**config.mk**
```make
export PLATFORM = sky130hd
export DESIGN_NAME = omem_client_flat
export DESIGN_NICKNAME = d
export VERILOG_FILES = /design/src/rtl/omem_client_if.sv /design/src/rtl/omem_client.sv /design/src/flat_wrapper.sv
export SDC_FILE = /design/constraint.sdc
export NUM_CORES = 1
export LEC_CHECK = 0
export CORE_MARGIN = 10
export CORE_UTILIZATION = 38
export CTS_CLUSTER_DIAMETER = 120
export DETAILED_ROUTE_END_ITERATION = 12
export PLACE_DENSITY = 0.85
export SYNTH_ARGS = -nofsm -noshare
export SYNTH_HDL_FRONTEND = slang
export SYNTH_SLANG_ARGS = --single-unit
```
**constraint.sdc**
```tcl
create_clock -name clk -period 1.7 [get_ports clk]
set_clock_uncertainty 0.15 [all_clocks]
set_input_delay 0.425 -clock clk [delete_from_list [all_inputs] [get_ports clk]]
set_output_delay 0.425 -clock clk [all_outputs]
set_load 0.02 [all_outputs]
```
**src/rtl/omem_client_if.sv**
```systemverilog
// PE and router handshake bundle for omem_client.
// The slave modport is the client's view; the master modport is the PE/router side.
interface omem_client_if;
    logic        req_valid;
    logic        req_ready;
    logic        req_first;
    logic        prev_valid;
    logic        prev_ready;
    logic [23:0] prev_pot;
    logic        prev_spike;
    logic        upd_valid;
    logic        upd_ready;
    logic [23:0] upd_pot;
    logic        upd_spike;
    logic        pkt_out_valid;
    logic        pkt_out_ready;
    logic [32:0] pkt_out_data;
    logic        pkt_in_valid;
    logic        pkt_in_ready;
    logic [32:0] pkt_in_data;

    modport slave (
        input  req_valid, req_first, prev_ready, upd_valid, upd_pot, upd_spike,
               pkt_out_ready, pkt_in_valid, pkt_in_data,
        output req_ready, prev_valid, prev_pot, prev_spike, upd_ready,
               pkt_out_valid, pkt_out_data, pkt_in_ready
    );

    modport master (
        output req_valid, req_first, prev_ready, upd_valid, upd_pot, upd_spike,
               pkt_out_ready, pkt_in_valid, pkt_in_data,
        input  req_ready, prev_valid, prev_pot, prev_spike, upd_ready,
               pkt_out_valid, pkt_out_data, pkt_in_ready
    );
endinterface

```
**src/rtl/omem_client.sv**
```systemverilog
// PE-side omem initiator: fetch previous neuron state, hand it to the PE, write back the update.
// Optional response timeout with retry is enabled by defining OMEM_CLIENT_TIMEOUT_EN.
module omem_client #(
    parameter logic [3:0] OMEM_ADDR      = 4'd12,
    parameter logic [3:0] NODE_ADDR      = 4'd3,
    parameter logic [2:0] PE_ID          = 3'd0,
    parameter int         NUM_NEURONS    = 441,
    parameter int         TIMEOUT_CYCLES = 256
) (
    input  logic          clk,
    input  logic          rst_n,
    omem_client_if.slave  bus,
    output logic [8:0]    nrn_cnt,
    output logic          ts_done,
    output logic          err_unexp
`ifdef OMEM_CLIENT_TIMEOUT_EN
    ,
    output logic          err_timeout
`endif
);

    typedef enum logic [2:0] {
        ST_IDLE     = 3'd0,
        ST_SEND_REQ = 3'd1,
        ST_WAIT_RSP = 3'd2,
        ST_PRESENT  = 3'd3,
        ST_WAIT_UPD = 3'd4,
        ST_SEND_WR  = 3'd5
    } state_t;

    if (NUM_NEURONS < 1 || NUM_NEURONS > 512 || TIMEOUT_CYCLES < 1) begin : g_param_check
        $error("omem_client: NUM_NEURONS must be 1..512 and TIMEOUT_CYCLES >= 1");
    end

    function automatic logic [32:0] build_pkt(input logic rd, input logic [24:0] payload);
        return {OMEM_ADDR, PE_ID, rd, payload};
    endfunction

    state_t      state_r, next_state_s;
    logic        req_ready_r, prev_valid_r, upd_ready_r, pkt_out_valid_r, pkt_in_ready_r;
    logic [32:0] pkt_out_data_r;
    logic [23:0] prev_pot_r;
    logic        prev_spike_r;
    logic [8:0]  nrn_cnt_r;
    logic        ts_done_r;
    logic        err_unexp_r;

    logic req_xfer_s, prev_xfer_s, upd_xfer_s, pkt_out_xfer_s, pkt_in_xfer_s;
    logic rsp_ok_s, tmo_fire_s;

    assign req_xfer_s     = bus.req_valid     && req_ready_r;
    assign prev_xfer_s    = prev_valid_r      && bus.prev_ready;
    assign upd_xfer_s     = bus.upd_valid     && upd_ready_r;
    assign pkt_out_xfer_s = pkt_out_valid_r   && bus.pkt_out_ready;
    assign pkt_in_xfer_s  = bus.pkt_in_valid  && pkt_in_ready_r;
    // Only a read response addressed to this node and PE, seen while waiting for it, is accepted.
    assign rsp_ok_s = pkt_in_xfer_s && (state_r == ST_WAIT_RSP)
                    && (bus.pkt_in_data[32:29] == NODE_ADDR)
                    && (bus.pkt_in_data[28:25] == {PE_ID, 1'b1});

`ifdef OMEM_CLIENT_TIMEOUT_EN
    localparam int TMO_W = $clog2(TIMEOUT_CYCLES + 1);
    logic [TMO_W-1:0] tmo_cnt_r;
    logic             err_timeout_r;

    assign tmo_fire_s = (state_r == ST_WAIT_RSP) && !rsp_ok_s
                      && (tmo_cnt_r == TMO_W'(TIMEOUT_CYCLES - 1));

    // Response wait counter and sticky timeout flag.
    always_ff @(posedge clk or negedge rst_n) begin
        if (!rst_n) begin
            tmo_cnt_r     <= {TMO_W{1'b0}};
            err_timeout_r <= 1'b0;
        end else begin
            tmo_cnt_r     <= (state_r == ST_WAIT_RSP && !tmo_fire_s) ? tmo_cnt_r + TMO_W'(1)
                                                                     : {TMO_W{1'b0}};
            err_timeout_r <= err_timeout_r | tmo_fire_s;
        end
    end

    assign err_timeout = err_timeout_r;
`else
    assign tmo_fire_s = 1'b0;
`endif

    // Next-state logic.
    always_comb begin
        next_state_s = state_r;
        case (state_r)
            ST_IDLE: begin
                if (req_xfer_s) begin
                    next_state_s = bus.req_first ? ST_WAIT_UPD : ST_SEND_REQ;
                end else begin
                    next_state_s = ST_IDLE;
                end
            end
            ST_SEND_REQ: begin
                if (pkt_out_xfer_s) next_state_s = ST_WAIT_RSP;
                else                next_state_s = ST_SEND_REQ;
            end
            ST_WAIT_RSP: begin
                if (rsp_ok_s)        next_state_s = ST_PRESENT;
                else if (tmo_fire_s) next_state_s = ST_SEND_REQ;
                else                 next_state_s = ST_WAIT_RSP;
            end
            ST_PRESENT: begin
                if (prev_xfer_s) next_state_s = ST_WAIT_UPD;
                else             next_state_s = ST_PRESENT;
            end
            ST_WAIT_UPD: begin
                if (upd_xfer_s) next_state_s = ST_SEND_WR;
                else            next_state_s = ST_WAIT_UPD;
            end
            ST_SEND_WR: begin
                if (pkt_out_xfer_s) next_state_s = ST_IDLE;
                else                next_state_s = ST_SEND_WR;
            end
            default: next_state_s = ST_IDLE;
        endcase
    end

    // State register and handshake outputs, registered from the next state.
    always_ff @(posedge clk or negedge rst_n) begin
        if (!rst_n) begin
            state_r         <= ST_IDLE;
            req_ready_r     <= 1'b0;
            prev_valid_r    <= 1'b0;
            upd_ready_r     <= 1'b0;
            pkt_out_valid_r <= 1'b0;
            pkt_in_ready_r  <= 1'b0;
        end else begin
            state_r         <= next_state_s;
            req_ready_r     <= (next_state_s == ST_IDLE);
            prev_valid_r    <= (next_state_s == ST_PRESENT);
            upd_ready_r     <= (next_state_s == ST_WAIT_UPD);
            pkt_out_valid_r <= (next_state_s == ST_SEND_REQ) || (next_state_s == ST_SEND_WR);
            pkt_in_ready_r  <= 1'b1;
        end
    end

    // Outgoing packet, fetched value and error capture.
    always_ff @(posedge clk or negedge rst_n) begin
        if (!rst_n) begin
            pkt_out_data_r <= 33'd0;
            prev_pot_r     <= 24'd0;
            prev_spike_r   <= 1'b0;
            err_unexp_r    <= 1'b0;
        end else begin
            if (req_xfer_s && !bus.req_first) begin
                pkt_out_data_r <= build_pkt(1'b1, {15'd0, nrn_cnt_r, 1'b0});
            end else if (upd_xfer_s) begin
                pkt_out_data_r <= build_pkt(1'b0, {bus.upd_pot, bus.upd_spike});
            end else begin
                pkt_out_data_r <= pkt_out_data_r;
            end
            if (rsp_ok_s) begin
                prev_pot_r   <= bus.pkt_in_data[24:1];
                prev_spike_r <= bus.pkt_in_data[0];
            end else begin
                prev_pot_r   <= prev_pot_r;
                prev_spike_r <= prev_spike_r;
            end
            err_unexp_r <= err_unexp_r | (pkt_in_xfer_s && !rsp_ok_s);
        end
    end

    // Neuron counter with end-of-timestep pulse.
    always_ff @(posedge clk or negedge rst_n) begin
        if (!rst_n) begin
            nrn_cnt_r <= 9'd0;
            ts_done_r <= 1'b0;
        end else if (state_r == ST_SEND_WR && pkt_out_xfer_s) begin
            if (nrn_cnt_r == 9'(NUM_NEURONS - 1)) begin
                nrn_cnt_r <= 9'd0;
                ts_done_r <= 1'b1;
            end else begin
                nrn_cnt_r <= nrn_cnt_r + 9'd1;
                ts_done_r <= 1'b0;
            end
        end else begin
            nrn_cnt_r <= nrn_cnt_r;
            ts_done_r <= 1'b0;
        end
    end

    assign bus.req_ready     = req_ready_r;
    assign bus.prev_valid    = prev_valid_r;
    assign bus.prev_pot      = prev_pot_r;
    assign bus.prev_spike    = prev_spike_r;
    assign bus.upd_ready     = upd_ready_r;
    assign bus.pkt_out_valid = pkt_out_valid_r;
    assign bus.pkt_out_data  = pkt_out_data_r;
    assign bus.pkt_in_ready  = pkt_in_ready_r;
    assign nrn_cnt           = nrn_cnt_r;
    assign ts_done           = ts_done_r;
    assign err_unexp         = err_unexp_r;

endmodule

```
**src/flat_wrapper.sv**
```systemverilog
// flat-port wrapper written by rule: the top's interface ports become plain ports
module omem_client_flat 
#(
    parameter logic [3:0] OMEM_ADDR      = 4'd12,
    parameter logic [3:0] NODE_ADDR      = 4'd3,
    parameter logic [2:0] PE_ID          = 3'd0,
    parameter int         NUM_NEURONS    = 441,
    parameter int         TIMEOUT_CYCLES = 256
)
  (clk, rst_n, nrn_cnt, ts_done, err_unexp, bus_req_valid, bus_req_first, bus_prev_ready, bus_upd_valid, bus_upd_pot, bus_upd_spike, bus_pkt_out_ready, bus_pkt_in_valid, bus_pkt_in_data, bus_req_ready, bus_prev_valid, bus_prev_pot, bus_prev_spike, bus_upd_ready, bus_pkt_out_valid, bus_pkt_out_data, bus_pkt_in_ready);
  omem_client_if bus_i ();
  input  logic clk;
  input  logic rst_n;
  output logic [8:0] nrn_cnt;
  output logic ts_done;
  output logic err_unexp;
  input wire logic [$bits(bus_i.req_valid)-1:0] bus_req_valid;
  input wire logic [$bits(bus_i.req_first)-1:0] bus_req_first;
  input wire logic [$bits(bus_i.prev_ready)-1:0] bus_prev_ready;
  input wire logic [$bits(bus_i.upd_valid)-1:0] bus_upd_valid;
  input wire logic [$bits(bus_i.upd_pot)-1:0] bus_upd_pot;
  input wire logic [$bits(bus_i.upd_spike)-1:0] bus_upd_spike;
  input wire logic [$bits(bus_i.pkt_out_ready)-1:0] bus_pkt_out_ready;
  input wire logic [$bits(bus_i.pkt_in_valid)-1:0] bus_pkt_in_valid;
  input wire logic [$bits(bus_i.pkt_in_data)-1:0] bus_pkt_in_data;
  output wire logic [$bits(bus_i.req_ready)-1:0] bus_req_ready;
  output wire logic [$bits(bus_i.prev_valid)-1:0] bus_prev_valid;
  output wire logic [$bits(bus_i.prev_pot)-1:0] bus_prev_pot;
  output wire logic [$bits(bus_i.prev_spike)-1:0] bus_prev_spike;
  output wire logic [$bits(bus_i.upd_ready)-1:0] bus_upd_ready;
  output wire logic [$bits(bus_i.pkt_out_valid)-1:0] bus_pkt_out_valid;
  output wire logic [$bits(bus_i.pkt_out_data)-1:0] bus_pkt_out_data;
  output wire logic [$bits(bus_i.pkt_in_ready)-1:0] bus_pkt_in_ready;
  assign bus_i.req_valid = bus_req_valid;
  assign bus_i.req_first = bus_req_first;
  assign bus_i.prev_ready = bus_prev_ready;
  assign bus_i.upd_valid = bus_upd_valid;
  assign bus_i.upd_pot = bus_upd_pot;
  assign bus_i.upd_spike = bus_upd_spike;
  assign bus_i.pkt_out_ready = bus_pkt_out_ready;
  assign bus_i.pkt_in_valid = bus_pkt_in_valid;
  assign bus_i.pkt_in_data = bus_pkt_in_data;
  assign bus_req_ready = bus_i.req_ready;
  assign bus_prev_valid = bus_i.prev_valid;
  assign bus_prev_pot = bus_i.prev_pot;
  assign bus_prev_spike = bus_i.prev_spike;
  assign bus_upd_ready = bus_i.upd_ready;
  assign bus_pkt_out_valid = bus_i.pkt_out_valid;
  assign bus_pkt_out_data = bus_i.pkt_out_data;
  assign bus_pkt_in_ready = bus_i.pkt_in_ready;
  omem_client #(.OMEM_ADDR(OMEM_ADDR), .NODE_ADDR(NODE_ADDR), .PE_ID(PE_ID), .NUM_NEURONS(NUM_NEURONS), .TIMEOUT_CYCLES(TIMEOUT_CYCLES)) u_core (.clk(clk), .rst_n(rst_n), .bus(bus_i), .nrn_cnt(nrn_cnt), .ts_done(ts_done), .err_unexp(err_unexp));
endmodule
```
* After elaboration in Yosys (flattened, before gate mapping)
Cells that the tools add are included.
Word-level totals: bits in registers 77, input port bits 66, output and inout port bits 74, logic and storage cells 56
Operators by class: $add $sub $neg 1, equal/unequal tests 12, muxes and demuxes 13, bitwise logic cells 1, reduce and logical (&&, ||, !) cells 17
Operator list (count):
- $mux 33 | 2
- $pmux 3 s6 | 1
- $eq 3x3->1 const B | 4
- $mux 3 | 4
- $logic_and 1x1->1 | 11
- $add 9x1->9 const B | 1
- $eq 3x2->1 const B | 3
- $eq 9x9->1 const B | 1
- $mux 9 | 1
- $eq 3x1->1 const B | 2
- $logic_not 3->1 | 2
- $eq 4x1->1 const B | 1
- $eq 4x2->1 const B | 1
- $mux 1 | 4
- $logic_not 1->1 | 2
- $mux 2 | 1
- $reduce_bool 2->1 | 1
- $logic_or 1x1->1 | 1
- $or 1x1->1 | 1

* Depth between registers and ports, before layout
Gate-level depths: netlist of the first run.
word-level depth 8, depth in mapped cells 6, mapped depth without buffers 6

* Worst setup path after synthesis of the first run
No wires, ideal clock.
path kind reg-to-reg, start register u_core.state_r[2], end register u_core.prev_pot_r[10], in the netlist u_core.bus.prev_pot[10], library setup time 125 ps, data arrival time 1511 ps, required time 1425 ps, slack -86 ps, stages on the path, launching flop included 6, path buffers 2, clock period less this slack 1786 ps, path through dfrtp_1 > buf_2 > nor4b_4 > nand4_4 > buf_6 > mux2_4
Between the ends: word-level cells in the longest chain between the ends 4
Ends and longest elaborated chain:
- start, declared | line omem_client.sv:39 | state_t state_r, next_state_s;
- start signal, assigned | line omem_client.sv:132 | state_r <= next_state_s;
- $eq 3x2->1 | line omem_client.sv:57 | assign rsp_ok_s = pkt_in_xfer_s && (state_r == ST_WAIT_RSP)
- $logic_and 1x1->1 | line omem_client.sv:57
- $logic_and 1x1->1 | line omem_client.sv:58 | && (bus.pkt_in_data[32:29] == NODE_ADDR)
- $logic_and 1x1->1 | line omem_client.sv:59 | && (bus.pkt_in_data[28:25] == {PE_ID, 1'b1});
- end signal, assigned | line omem_client.sv:157 | prev_pot_r <= bus.pkt_in_data[24:1];
- end signal, assigned | line omem_client.sv:160 | prev_pot_r <= prev_pot_r;
- end, declared | line omem_client.sv:42 | logic [23:0] prev_pot_r;
No other way between the ends. A chain may end at the register's enable or synchronous reset.

* Worst setup path in the final report of the first run
start input bus_pkt_in_data[26], end register u_core.prev_pot_r[1], in the netlist u_core.bus.prev_pot[1]
Between the ends: word-level cells in the longest chain between the ends 2
Ends and longest elaborated chain:
- start, declared | line flat_wrapper.sv:25 | input wire logic [$bits(bus_i.pkt_in_data)-1:0] bus_pkt_in_data;
- $eq 4x1->1 | line omem_client.sv:59
- $logic_and 1x1->1 | line omem_client.sv:59
No other way between the ends.

==> run metrics, run 1 <==
status finished, violations left; failing checks setup timing; initial antenna violation count 0; total number of vias 2601; number of remaining DRC errors 0; RePlAce Congestion 0.810; Final Util 0.621; area of the core 8130 um^2; worst-path fanout max 28; full die area 12300 um^2; vias in the first global route 2782; Initial Util 0.385; critical path type in -> reg; Die H 111 um; fin crit share 1.02; ratio of cells with drive above 1 in the final layout 0.227; WP data required 1.77 ns; diode count 0; DR WL/cell 17.3 um; clock buffer count from CTS 9; Yosys reg bits 71; Post-synth EDFFs 0; PD cells 1220 nW/um^2; worst setup margin -0.0420 ns; Final Hold Fails 0; Yosys top cell area share 0.568; number of placed I/O pins 140; row cnt 33; gr ovfl total 0; RSZ-0062 raised after global routing yes; multi-input logic area 1310 um^2; Sequential Area 1780 um^2; Setup TNS -0.124 ns; GRT Total Usage 0.149; min Tclk post-route 1.74 ns; H-tree depth 3; Max Fclk 574 MHz; clk sinks 71; initial DRC count 89; sequential-to-total area share from yosys stat 0.568; count of cell types in the netlist 41; mapped cell area 3130 um^2; TritonRoute pass-1 iters 4; final wirelength 9420 um; leak pwr 2.62 nW; Yosys Warn Count 0; antenna-violating nets left 0; CP max stage cell clkdlybuf4s50_1; fillers 660; most frequent cell after synthesis dfrtp_1; maxcap violations 0; max-slew violations 0; CTS tree done; Clk Latency, worst-skew pair 0.34 ns; fin nets 503; top cells by instance count after synthesis dfrtp_1 (71), nand2_1 (48), mux2_4 (18), a21oi_1 (16), o21ai_0 (14); Die X 111 um; Final setup viols 6; Worst-path clk slew 0.09 ns; largest net degree at the start of global routing 67; dominant cell type by area after synthesis dfrtp_1; largest cells by area after synthesis dfrtp_1 (57%), mux2_4 (8.6%), nand2_1 (5.8%); Worst path max stage delay 0.45 ns; Vias/cell 4.77; cell count after synthesis 266; arrival time at the worst endpoint 1.82 ns; Max IR drop VDD 582 uV; Root Driver clkbuf_8; global-route wire length before repair 15100 um; PortBufs 134; Clock Path Buffers 2; DP HPWL 7250 um; class of the worst hold path in -> async; Setup crit end kind flip-flop; Top FF cell, synth dfrtp_1; Mean Syn Cell Area 11.8 um^2; worst-path cell chain clkdlybuf4s50_1, and4bb_2, nand4_4, buf_12, mux2_2; Area Growth Syn to Fin 61.3%; crit start category input pin; Synth async-reset ratio 1.00; WHS 0.289 ns
[layout make-up]
cell class,count,area share
Sequential cell,71,0.353
Tap cell,105,0.0260
Inverter,5,0.00372
Clock inverter,7,0.0156
Timing Repair Buffer,172,0.318
Clock buffer,9,0.0245
Multi-Input combinational cell,176,0.259
[what timing repair did]
item | in CTS | in global routing
endpoints found under the setup margin | 100 | 41
resized for setup | 82 | 20
setup buffers | 0 | 3
hold buffers | 1 | 0
endpoints found under the hold margin | 5 | 0
pin swaps | 0 | 2
[power by group]
part           internal (mW)  total [mW]  switching (mW)
clock network          0.693        1.38           0.690
registers               2.09        2.35           0.264
logic                   1.13        2.45            1.31
total                   3.91        6.18            2.27
[cell usage in the layout, fill, tap and decap left out, types with 3 or more instances in the layout]
master and count:
buf_12 6, nor2_1 6, dfrtp_2 3, clkdlybuf4s15_1 3, clkbuf_2 4, mux2_4 21, o21ai_0 14, clkdlybuf4s50_1 59
nor2b_1 4, buf_4 30, clkbuf_8 9, dfrtp_1 68, and3_1 4, nand2_1 48, a21oi_1 16, xor2_1 3
conb_1 6, mux2i_1 9, nand4_1 5, mux2_2 5, dlygate4sd2_1 65, clkinvlp_4 3, nand3_1 5, inv_6 3
inv_1 5
[worst max-delay path, delay by kind of cell]
kind,cells,cell delay [ns]
multiplexers,1,0.37
AND/OR/NAND/NOR,2,0.34
buffers and inverters,2,0.67
[routing by layer]
metal | vias up | track usage | part of all wire
met5 | - | 0 | 0
met4 | 0 | 0.0564 | 0.012
met3 | 10 | 0.0444 | 0.066
met2 | 86 | 0.266 | 0.54
met1 | 1256 | 0.162 | 0.38
li1 | 1249 | - | -
[stage by stage]
| stage | power, mW | cells | instance area, um^2 | setup slack, ns |
|---|---|---|---|---|
| after floorplan | 3.61 | 270 | 3160 | -0.0706 |
| after global placement | 4.95 | 525 | 4840 | -0.389 |
| after detailed placement | 5.02 | 525 | 4840 | -0.446 |
| after CTS | 6.15 | 542 | 4980 | -0.0272 |
| after global routing | 6.55 | 545 | 5050 | -0.0674 |
| final | 6.18 | 545 | 5050 | -0.0420 |
[sequential cells by signal, summed over array words and instances (netlist names)]
signal                    flops
u_core.bus.prev_spike         1
u_core.err_unexp              1
u_core.bus.prev_pot          24
u_core.bus.prev_valid         1
u_core.bus.pkt_in_ready       1
u_core.state_r                3
u_core.bus.pkt_out_valid      1
u_core.bus.upd_ready          1
u_core.ts_done                1
u_core.bus.req_ready          1
u_core.nrn_cnt                9
u_core.bus.pkt_out_data      27
[worst paths after layout]
kind | depth (start not counted) | start | slack, ns | endpoint
max in group asynchronous | 3 | rst_n | 0.51 | u_core.nrn_cnt[3]
min in group clk | 1 | u_core.err_unexp | 0.33 | u_core.err_unexp
setup / recovery | 5 | bus_pkt_in_data[26] | -0.04 | u_core.bus.prev_pot[1]
hold reg to reg | 1 | u_core.err_unexp | 0.33 | u_core.err_unexp
setup reg to reg | 4 | u_core.nrn_cnt[2] | 0 | u_core.nrn_cnt[8]
hold / removal | 2 | rst_n | 0.29 | u_core.bus.prev_pot[8]
[cells by family after synthesis]
| kind of cell | count (synthesis) | share of synthesized area |
|---|---|---|
| AND/OR/NAND/NOR | 90 | 0.153 |
| flip-flops | 71 | 0.568 |
| XOR/XNOR | 4 | 0.0112 |
| adder cells (fa/ha/maj) | 2 | 0.00800 |
| multiplexers | 35 | 0.144 |
| other | 2 | 0.00240 |
| buffers and inverters | 23 | 0.0416 |
| AO/OA/AOI/OAI | 39 | 0.0720 |
Power figures use the tool's default switching activity.
==> run 2, diff against run 1 <==
CORE_UTILIZATION = 42   (was 38)
PLACE_DENSITY = 0.89   (was 0.85)
clock period = 1.96 ns   (was 1.7 ns; I/O delays follow)
==> run 2 against run 1 <==
The flow now finishes without violations. Global-route usage grew 0.86 points. Die area shrank 7.8%. Worst hold slack lost 0.27 ns. Count of clock-buffer cells in the layout grew 2. Utilization grew 6.2 points.
==> run metrics, run 2 (synthesized netlist as in run 1, its figures left out) <==
initial DRC count 140 (+57%); Area after DPL 4730 um^2 (-2.4%); ratio of cells with drive above 1 in the final layout 0.167 (-0.0606); class of the worst hold path in -> async; CTS tree done; largest net degree at the start of global routing 72 (+7.5%); clk sinks 71 (unchanged); WHS 0.0163 ns (-0.273 ns); most common cell after layout, fill and taps aside dfrtp_1; global-route wire length before repair 14500 um (-3.9%); worst-path fanout max 2 (-93%); worst-path cell chain clkdlybuf4s50_1; Reg2Reg Launch Point u_core.nrn_cnt[2]; maxcap violations 0 (unchanged); max-slew violations 0 (unchanged); diode count 0 (unchanged); number of remaining DRC errors 0 (unchanged); H-tree depth 3 (unchanged); Area Growth Syn to Fin 58.2%; WP data required 1.32 ns (-0.45 ns); RePlAce Congestion 0.846 (+4.5%); fin crit share 0.986; number of placed I/O pins 140 (unchanged); R2R Setup Slk 0.21 ns (+0.21 ns); worst slack at placement -0.242 ns (+0.204 ns); hold buffer count at cts 0 (-1); row cnt 31 (-6.1%); Clk Latency, worst-skew pair 0.33 ns (about the same); Die X 106 um (-4.0%); number of buffer and inverter stages on the critical path 1 (-1); full die area 11300 um^2 (-7.8%); max reg flops 27 (unchanged); Die H 106 um (-4.0%); fin nets 489 (-2.8%); CP top delay family buffers and inverters; crit start category flip-flop; Vias/cell 4.93 (+3.3%); final instance area 4950 um^2 (-1.9%); PD cells 1070 nW/um^2 (-13%); Max Fclk 517 MHz; Initial Util 0.431 (+0.0467); critical path type reg -> out; Clock Path Buffers 2 (unchanged); TritonRoute pass-1 iters 5 (+1); arrival time at the worst endpoint 1.29 ns (-0.53 ns); total number of vias 2588 (-0.50%); Root Driver clkbuf_8; area of the core 7250 um^2 (-11%); gr ovfl total 0 (unchanged); min Tclk post-route 1.93 ns; commonest cells after routing, fill and taps aside dfrtp_1 (71), clkdlybuf4s50_1 (67), nand2_1 (48), dlygate4sd2_1 (37), dlymetal6s2s_1 (29); Critical path origin u_core.bus.pkt_out_data[1]; Final Hold Fails 0 (unchanged); final wirelength 9320 um (-1.1%); clock buffer count from CTS 9 (unchanged); GRT Total Usage 0.158 (+0.00860); antenna-violating nets left 0 (unchanged); CP max stage cell clkdlybuf4s50_1; Worst-path clk slew 0.07 ns (-0.02 ns); worst setup margin 0.0273 ns (+0.0694 ns); Final Util 0.683 (+0.0621); PortBufs 134 (unchanged); DP HPWL 7070 um (-2.5%); vias in the first global route 2837 (+2.0%); leak pwr 2.83 nW (+8.0%); Setup crit end kind primary output; DR WL/cell 17.7 um (+2.7%); Worst path max stage delay 0.61 ns (+0.16 ns); Max IR drop VDD 618 uV (+6.1%); Final setup viols 0 (-6); status finished clean; initial antenna violation count 0 (unchanged)
==> run 2: changes by cell type in the layout (fill, tap and decap cells not counted), sizes merged, moves of 2 or more <==
cell / delta
dlygate4sd2: -28
dlymetal6s2s: +28
buf: -13
clkdlybuf4s50: +8
clkdlybuf4s15: -4
inv: -3
clkbuf: -2
==> run 2: worst paths after layout <==
path | end | cells past startpoint
worst max-delay path | bus_pkt_out_data[1] | 1
worst max register to register | u_core.nrn_cnt[8] | 5
min in group clk | u_core.err_unexp | 1
worst min-delay path | u_core.ts_done | 2
worst min register to register | u_core.err_unexp | 1
max in group asynchronous | u_core.bus.prev_pot[4] | 2
==> run 2: metal layers <==
metal | up-vias | track usage | share of wire
li1 | 1214 | - | -
met1 | 1250 | 0.178 | 0.38
met2 | 105 | 0.283 | 0.54
met3 | 19 | 0.0429 | 0.060
met4 | 0 | 0.0503 | 0.021
met5 | - | 0 | 0
==> run 2: metrics by stage <==
stage                     std cells  TNS (ns)  power (mW)
after global placement          509     -5.19        4.21
after global routing            525  -0.00263        5.60
after floorplan                 270         0        3.11
final                           525         0        5.28
after detailed placement        509     -6.40        4.28
after CTS                       525         0        5.35
==> run 2: timing repair <==
action                                  CTS  global route
endpoints found under the setup margin   37            29
gates resized for setup                  37            29
buffers inserted                          0             0
==> run 2: layout make-up <==
cell class | instances | area, um^2
clock buffer | 11 | 141
clock inverter | 5 | 57.6
fill | 544 | 2300
inverter | 5 | 18.8
multi-input combinational | 176 | 1240
sequential | 71 | 1780
tap | 99 | 124
timing repair buffer | 158 | 1590
==> run 2: power breakdown <==
| group | switching, mW | total, mW | leakage (nW) | internal [mW] |
|---|---|---|---|---|
| Sequential | 0.238 | 2.04 | 0.920 | 1.81 |
| Combinational | 1.10 | 2.08 | 1.82 | 0.974 |
| Clock | 0.532 | 1.15 | 0.0916 | 0.621 |
==> run 3, diff against run 2 <==
CORE_ASPECT_RATIO = 1.25   (was default)
==> run 3 against run 2 <==
Sequential share of layout area increased by 0.18 points. Clock power is 23% higher. Count of clock-buffer cells in the layout fell by 1. Highest routed layer unchanged. Critical path type unchanged. Power is 3.0% higher. Utilization shrank 0.90 points. Routed wire length shrank 3.8%.
==> run metrics, run 3 (synthesized netlist as in run 1, its figures left out) <==
status finished clean; worst-path fanout max 1 (-1); Final Util 0.674 (-0.00903); ratio of cells with drive above 1 in the final layout 0.163 (-0.00355); Final Hold Fails 0 (unchanged); CP max stage cell clkdlybuf4s50_1; Die H 117 um (+9.6%); Setup Buffers After CTS 0 (unchanged); fillers 571 (+5.0%); area of the core 7310 um^2 (+0.83%); diode count 0 (unchanged); leak pwr 2.69 nW (-4.8%); Area Growth Syn to Fin 57.4%; maxcap violations 0 (unchanged); CTS tree done; vias in the first global route 2822 (-0.53%); DP HPWL 6820 um (-3.6%); min Tclk post-route 1.90 ns (-0.0335 ns); Worst-path clk slew 0.08 ns (about the same); Max Fclk 527 MHz (+1.8%); DR WL/cell 17.4 um (-1.9%); class of the worst hold path in -> async; arrival time at the worst endpoint 1.26 ns (-0.03 ns); fin nets 487 (-0.41%); GRT Total Usage 0.156 (-0.00193); initial antenna violation count 0 (unchanged); critical path type reg -> out; Vias/cell 4.99 (+1.3%); Initial Util 0.428 (-0.00354); largest net degree at the start of global routing 72 (unchanged); row cnt 35 (+13%); Max IR drop VDD 672 uV (+8.8%); Clock Path Buffers 2 (unchanged); Slew HR 0.599; CP top delay family buffers and inverters; final wirelength 8960 um (-3.8%); max-slew violations 0 (unchanged); TritonRoute pass-1 iters 4 (-1); RePlAce Congestion 0.794 (-6.1%); Clk Latency, worst-skew pair 0.34 ns (about the same); initial DRC count 108 (-23%); number of placed I/O pins 140 (unchanged); worst-path cell chain clkdlybuf4s50_1; Final setup viols 0 (unchanged); gr ovfl total 0 (unchanged); WP data required 1.32 ns (about the same); Die X 97.2 um (-8.6%); fin crit share 0.969 (-0.0171); total number of vias 2571 (-0.66%); clk sinks 71 (unchanged); PD cells 1100 nW/um^2 (+3.5%); most common cell after layout, fill and taps aside dfrtp_1; Root Driver clkbuf_8; Setup crit end kind primary output; number of remaining DRC errors 0 (unchanged); global-route wire length before repair 14400 um (-0.34%); crit start category flip-flop; clock buffer count from CTS 9 (unchanged); Area after DPL 4710 um^2 (-0.24%); H-tree depth 3 (unchanged); number of buffer and inverter stages on the critical path 1 (unchanged); final instance area 4930 um^2 (-0.51%); antenna-violating nets left 0 (unchanged); RSZ-0062 raised after global routing no; max reg flops 27 (unchanged); measured slew at the worst slew-check pin 0.601 ns; commonest cells after routing, fill and taps aside dfrtp_1 (71), clkdlybuf4s50_1 (65), dlygate4sd2_1 (54), nand2_1 (48), mux2_4 (18); full die area 11300 um^2 (+0.19%); PortBufs 134 (unchanged); Worst path max stage delay 0.59 ns (-0.02 ns); Final Power 5.43 mW (+3.0%)
run 3: layer usage:
metal / global-route usage / routed length [um]
met2: 0.263 / 4520
met3: 0.0562 / 742
met4: 0.0670 / 181
met1: 0.175 / 3520
met5: 0 / 0
run 3: worst paths after layout:
kind                                          endpoint               from  slack [ns]  cells past startpoint
setup / recovery                               ts_done     u_core.ts_done        0.06                      1
hold / removal              u_core.bus.pkt_out_data[7]              rst_n        0.01                      2
setup reg to reg                     u_core.nrn_cnt[7]  u_core.nrn_cnt[1]        0.15                      7
hold reg to reg                       u_core.err_unexp   u_core.err_unexp        0.31                      1
max in group asynchronous  u_core.bus.pkt_out_data[15]              rst_n        1.35                      2
min in group clk                      u_core.err_unexp   u_core.err_unexp        0.31                      1
run 3: cell type report:
class	count	area [um^2]	area share
inverters	5	18.8	0.00381
repair buffers	156	1530	0.311
clock buffers	10	138	0.0279
multi-input cells	176	1240	0.252
clock inverters	5	106	0.0216
flip-flops and latches	71	1780	0.361
well taps	92	115	0.0234
run 3: metrics by stage:
step	worst slack (ns)	instances	hold WS, ns	TNS (ns)
6_report	0.0608	515	0.0139	0
5_1_grt	0.00765	515	0.0450	0
4_1_cts	0.00319	515	0.0249	0
3_5_place_dp	-0.236	500	0.309	-7.73
3_3_place_gp	-0.180	500	0.294	-5.02
2_1_floorplan	0.174	270	0.0444	0
run 3: repair_timing:
item                       CTS  global route
resized for setup           54            14
setup endpoints to repair   54            14
hold buffers                 0             0
run 3: power by group:
part           leakage, nW  switching [mW]  internal (mW)
Sequential           0.920           0.248           1.81
Clock                0.119           0.545          0.875
Combinational         1.66            1.08          0.880
